`src/rtl/ef9345_bus_master.sv`:
```
// Host-side initiator for the EF9345 multiplexed AD bus: turns one valid/ready request
// into an address-latch plus data-strobe cycle, Motorola or Intel strobe convention.
module ef9345_bus_master #(
  parameter int INTEL_MODE = 0,
  parameter int T_ADDR     = 2,
  parameter int T_STROBE   = 3,
  parameter int T_HOLD     = 1
) (
  input  logic       clk_in,
  input  logic       rst_n,
  input  logic       req_valid,
  output logic       req_ready,
  input  logic       req_rd,
  input  logic [7:0] req_addr,
  input  logic [7:0] req_wdata,
  output logic       rsp_valid,
  output logic [7:0] rsp_rdata,
  output logic [7:0] bus_out,
  output logic       bus_oe,
  input  logic [7:0] bus_in,
  output logic       as,
  output logic       ds,
  output logic       rw,
  output logic       cs_
);

  typedef enum logic [2:0] {
    ST_IDLE = 3'd0,
    ST_ADDR = 3'd1,
    ST_ALAT = 3'd2,
    ST_DSET = 3'd3,
    ST_STRB = 3'd4,
    ST_HOLD = 3'd5
  } state_t;

  localparam logic [7:0] CNT_ADDR = 8'(T_ADDR - 1);
  localparam logic [7:0] CNT_STRB = 8'(T_STROBE - 1);
  localparam logic [7:0] CNT_HOLD = 8'(T_HOLD - 1);
  localparam logic       IDLE_LVL = (INTEL_MODE != 0) ? 1'b1 : 1'b0;

  state_t     state_r, state_nxt_s;
  logic [7:0] cnt_r, cnt_nxt_s;
  logic       rd_r, rd_nxt_s;
  logic [7:0] addr_r, addr_nxt_s, wdata_r, wdata_nxt_s;
  logic       accept_s, done_s, capture_s;
  logic       as_nxt_s, ds_nxt_s, rw_nxt_s, cs_nxt_s, oe_nxt_s;
  logic [7:0] bus_out_nxt_s;
  logic       addr_ph_s, data_ph_s, strb_ph_s;

  // Next-state logic, phase counter reload, and next values of every registered pin.
  always_comb begin
    state_nxt_s = state_r;
    cnt_nxt_s   = cnt_r;
    accept_s    = 1'b0;
    done_s      = 1'b0;
    capture_s   = 1'b0;
    case (state_r)
      ST_IDLE: begin
        if (req_valid && req_ready) begin
          accept_s    = 1'b1;
          state_nxt_s = ST_ADDR;
          cnt_nxt_s   = CNT_ADDR;
        end else begin
          state_nxt_s = ST_IDLE;
        end
      end
      ST_ADDR: begin
        if (cnt_r == 8'd0) begin
          state_nxt_s = ST_ALAT;
        end else begin
          cnt_nxt_s = cnt_r - 8'd1;
        end
      end
      ST_ALAT: state_nxt_s = ST_DSET;
      ST_DSET: begin
        state_nxt_s = ST_STRB;
        cnt_nxt_s   = CNT_STRB;
      end
      ST_STRB: begin
        if (cnt_r == 8'd0) begin
          state_nxt_s = ST_HOLD;
          cnt_nxt_s   = CNT_HOLD;
          capture_s   = rd_r;
        end else begin
          cnt_nxt_s = cnt_r - 8'd1;
        end
      end
      ST_HOLD: begin
        if (cnt_r == 8'd0) begin
          state_nxt_s = ST_IDLE;
          done_s      = 1'b1;
        end else begin
          cnt_nxt_s = cnt_r - 8'd1;
        end
      end
      default: state_nxt_s = ST_IDLE;
    endcase

    // Fields are taken from the request only on the accept edge; otherwise held.
    if (accept_s) begin
      rd_nxt_s    = req_rd;
      addr_nxt_s  = req_addr;
      wdata_nxt_s = req_wdata;
    end else begin
      rd_nxt_s    = rd_r;
      addr_nxt_s  = addr_r;
      wdata_nxt_s = wdata_r;
    end

    addr_ph_s = (state_nxt_s == ST_ADDR) || (state_nxt_s == ST_ALAT);
    data_ph_s = (state_nxt_s == ST_DSET) || (state_nxt_s == ST_STRB) || (state_nxt_s == ST_HOLD);
    strb_ph_s = (state_nxt_s == ST_STRB);
    as_nxt_s  = (state_nxt_s == ST_ADDR);
    cs_nxt_s  = (state_nxt_s == ST_IDLE);
    oe_nxt_s  = addr_ph_s || (data_ph_s && !rd_nxt_s);
    if (addr_ph_s) begin
      bus_out_nxt_s = addr_nxt_s;
    end else if (data_ph_s) begin
      bus_out_nxt_s = wdata_nxt_s;
    end else begin
      bus_out_nxt_s = 8'h00;
    end
    // Intel: /RD low only during a read strobe, /WR low only during a write strobe.
    if (INTEL_MODE != 0) begin
      ds_nxt_s = !(strb_ph_s && rd_nxt_s);
      rw_nxt_s = !(strb_ph_s && !rd_nxt_s);
    end else begin
      ds_nxt_s = strb_ph_s;
      rw_nxt_s = data_ph_s && rd_nxt_s;
    end
  end

  // FSM state, phase counter and captured request fields.
  always_ff @(posedge clk_in or negedge rst_n) begin
    if (!rst_n) begin
      state_r <= ST_IDLE;
      cnt_r   <= 8'd0;
      rd_r    <= 1'b0;
      addr_r  <= 8'h00;
      wdata_r <= 8'h00;
    end else begin
      state_r <= state_nxt_s;
      cnt_r   <= cnt_nxt_s;
      rd_r    <= rd_nxt_s;
      addr_r  <= addr_nxt_s;
      wdata_r <= wdata_nxt_s;
    end
  end

  // Registered bus pins and handshake outputs.
  always_ff @(posedge clk_in or negedge rst_n) begin
    if (!rst_n) begin
      as        <= 1'b0;
      cs_       <= 1'b1;
      bus_oe    <= 1'b0;
      bus_out   <= 8'h00;
      ds        <= IDLE_LVL;
      rw        <= IDLE_LVL;
      rsp_valid <= 1'b0;
      req_ready <= 1'b1;
    end else begin
      as        <= as_nxt_s;
      cs_       <= cs_nxt_s;
      bus_oe    <= oe_nxt_s;
      bus_out   <= bus_out_nxt_s;
      ds        <= ds_nxt_s;
      rw        <= rw_nxt_s;
      rsp_valid <= done_s;
      req_ready <= (state_nxt_s == ST_IDLE);
    end
  end

  // Read data sampled on the last strobe edge, while the slave is still driving.
  always_ff @(posedge clk_in or negedge rst_n) begin
    if (!rst_n) begin
      rsp_rdata <= 8'h00;
    end else if (capture_s) begin
      rsp_rdata <= bus_in;
    end else begin
      rsp_rdata <= rsp_rdata;
    end
  end

endmodule

```
`config.mk`:
```
export PLATFORM = sky130hd
export DESIGN_NAME = ef9345_bus_master
export DESIGN_NICKNAME = d
export VERILOG_FILES = /design/src/rtl/ef9345_bus_master.sv
export SDC_FILE = /design/constraint.sdc
export NUM_CORES = 1
export LEC_CHECK = 0
export BUFFER_PORTS_ARGS = -buffer_cell sky130_fd_sc_hd__buf_2
export CAP_MARGIN = 0
export CORE_ASPECT_RATIO = 1.75
export CORE_MARGIN = 2
export CORE_UTILIZATION = 45
export DETAILED_ROUTE_END_ITERATION = 16
export HOLD_SLACK_MARGIN = 0.06
export PLACE_DENSITY = 0.71
export SLEW_MARGIN = 20
export SYNTH_ARGS = -nofsm -noshare
export SYNTH_HDL_FRONTEND = slang
export SYNTH_SLANG_ARGS = --single-unit
```
`constraint.sdc`:
```
create_clock -name clk_in -period 2.1 [get_ports clk_in]
set_input_delay 0.42 -clock clk_in [delete_from_list [all_inputs] [get_ports clk_in]]
set_output_delay 0.42 -clock clk_in [all_outputs]
set_load 0.005 [all_outputs]
```
==> impl_summary.txt <==
----------------------------------------------------
[Route]
  Antenna violation net count after detailed routing ... 0
  Iter 0 DRT Violations ... 36
  Detailed-router iteration count before antenna repair ... 4
  Routed len/inst ... 14.3 um
  Number of remaining DRC errors ... 0
  Post-detailed-routing wire length ... 4.62 mm
  Overall via count from detail_route ... 1756
  Ratio of routed vias to standard cells ... 5.42

[Clock network]
  Register clock-pin slew on the reported worst setup and hold paths ... 90 ps
  H-tree level count ... 2
  CTS tree ... done
  Cell at the root of the clock tree ... sky130_fd_sc_hd__clkbuf_8
  Hold-fix buffer count after cts ... 0
  Number of clock sinks seen by CTS ... 50
  Number of buffers created by CTS ... 5
  Clk Latency, worst-skew pair ... 300 ps
  Clock Tree Buf Depth ... 2

[Logic synthesis]
  Netlist area before placement ... 2210 um^2
  Warnings, synthesis ... 0
  Share of the synthesized area in the top cell type ... 55.5%
  Proportion of synthesized chip area in sequential cells ... 56.7%
  Post-synth top flop ... sky130_fd_sc_hd__dfrtp_1
  Synth area leader ... sky130_fd_sc_hd__dfrtp_1
  Syn_area_per_cell ... 10.7 um^2
  Syn nets ... 236
  Number of unique standard cell types used by synthesis ... 40
  Async set-reset flop share out of synthesis ... 100%
  Seq cells post-synth ... 50
  Number of synthesized flops with an enable pin ... 0
  Synthesized netlist cell count ... 207
  Dominant cells by area after synthesis ... sky130_fd_sc_hd__dfrtp_1, sky130_fd_sc_hd__nand2_1, sky130_fd_sc_hd__mux2_2

[Timing]
  Max-slew headroom ... 59.0%
  Number of pins exceeding their max-slew limit in the final report ... 0
  Worst Hold Slack ... 88.7 ps
  Max Clock Skew ... 4.51 ps
  Upper clock frequency limit ... 486 MHz
  Final number of hold-violating endpoints ... 0
  Final Cycle Share ... 97.9%
  # setup viols final ... 0
  Final critical-path required period ... 2060 ps
  Setup TNS ... 0 ps
  Least-Margin Pin Slew ... 613 ps

[Floorplan]
  I/O pin count ... 51
  Vert. Die Dim ... 96.7 um
  Core area ... 4710 um^2
  Die Wd ... 57.0 um
  Starting density of the core ... 46.9%
  Site row count ... 33
  Die area ... 5510 um^2

[Place]
  Placed wire-length estimate ... 3.37 mm
  Count of port buffers added during placement ... 50
  Final GP Congestion ... 0.862

[Final layout]
  Utilization after layout ... 58.3%
  Fraction of final layout cells sized beyond drive strength 1 ... 36.4%
  Most frequent cells in the layout ... sky130_fd_sc_hd__buf_2, sky130_fd_sc_hd__dfrtp_1, sky130_fd_sc_hd__nand2_1
  Net count reported at finish ... 300
  Most frequent standard cell in the layout excluding fill and tap cells ... sky130_fd_sc_hd__buf_2
  Count of antenna diodes in the layout ... 0
  Area growth from synthesis to layout ... 24.3%

[Critical path]
  Maximum fanout along the worst path ... 4
  Signal arrival time at the worst endpoint ... 2290 ps
  Worst EP required ... 2340 ps
  Endpoint type of the worst setup path ... flip-flop
  Cell breakdown of the critical path ... or4_4 > or4_4 > or4_4 > a21oi_2
  Kind of start point of the critical path ... flip-flop
  Most repeated library cell on the critical path ... sky130_fd_sc_hd__or4_4
  Worst r2r path cells ... 4
  Worst path slowest cell ... sky130_fd_sc_hd__or4_4
  Category of the critical setup timing path ... flip-flop to flip-flop
  CP peak stage delay ... 570 ps

[Pwr]
  Lkg Pwr ... 1.37 nW
  Total power ... 3.91 mW
  Largest voltage drop on the vdd net ... 0.000800 V
  Power density cells ... 1420 nW/um^2

[Hold path]
  Worst min path class ... input pin to async pin

[GRT]
  Antenna violations before repair ... 0
  Largest net degree at the start of global routing ... 29
  Aggregate global-route resource usage ... 17.4%
  First-pass GRT wire length ... 7.64 mm
  Vias in the first global route ... 1758
  Final global-route overflow total ... 0

[Run status]
  Status ... complete, no violations

[Job]
  Number of violations of the max-capacitance limit ... 0

----------------------------------------------------
==> registers in the layout, indices dropped and copies added (netlist names) <==
signal and cells:
rsp_valid 1, state_r 3, rd_r 1, rsp_rdata 8, ds 1, rw 1, cs_ 1, bus_oe 1
as 1, bus_out 8, addr_r 8, wdata_r 8, cnt_r 8
==> power by group <==
part | internal (mW) | switching (mW)
registers | 1.38 | 0.235
logic | 0.781 | 0.853
clock network | 0.355 | 0.307
total | 2.52 | 1.40
==> synth_stat cells (all sizes together) (2+ instances only) <==
library cell  count
a21oi            13
buf               7
nand3             3
clkbuf            2
or2b              2
o31ai             6
nor3              2
a22oi             8
inv              14
nor2b             5
nand2            35
nor2              6
or4               8
mux2i             8
nor4              2
mux2              9
o21ai            12
dfrtp            49
or3               3
==> layer usage <==
metal / vias up / share of wire, % / track usage (%)
li1: 849 / - / -
met1: 862 / 39 / 19.5
met2: 37 / 55 / 31.1
met3: 8 / 3.3 / 3.21
met4: 0 / 2.1 / 7.69
met5: - / 0 / 0
==> final timing paths <==
kind	startpoint	end	slack (ps)
min reg2reg	wdata_r[6]	wdata_r[6]	480
min in group clk_in	req_addr[1]	addr_r[1]	330
max	cnt_r[5]	cnt_r[7]	40
min	rst_n	state_r[1]	90
max reg2reg	cnt_r[5]	cnt_r[7]	40
max in group asynchronous	rst_n	cs_	1420
==> timing repair <==
| item | 4_1_cts | 5_1_grt |
|---|---|---|
| setup buffers | 0 | 1 |
| endpoints found under the setup margin | 0 | 17 |
| resized for setup | 0 | 8 |
==> per-stage QoR <==
stage                     cells  cell area, um^2  setup WS (ps)
after floorplan             207             2210           85.2
after global placement      314             2590           92.1
after detailed placement    314             2590           57.7
after CTS                   322             2700           48.8
after global routing        324             2750          -42.6
final                       324             2750           44.3
==> kinds of logic after synthesis <==
logic type | share of synthesized area [%]
fa+ha+maj | 0.566
flops | 56.7
buf+inv | 4.81
compound gates | 13.4
mux | 8.21
simple gates | 16.4
==> area by class of cell <==
type                    count  area (um^2)
clock buffers               6         72.6
repair buffers             66          384
fillers                   428         1960
flip-flops and latches     50         1250
inverters                  14         52.6
multi-input cells         134          881
well taps                  52         65.1
clock inverters             2         37.5
==> critical path, delay by kind of cell (launching register included) <==
family | cells | cell delay, ps
DFF | 1 | 430
and+or+nand+nor | 3 | 1420
AOI/OAI and AO/OA | 1 | 140
Note: power is estimated with default switching activity, not from simulation.
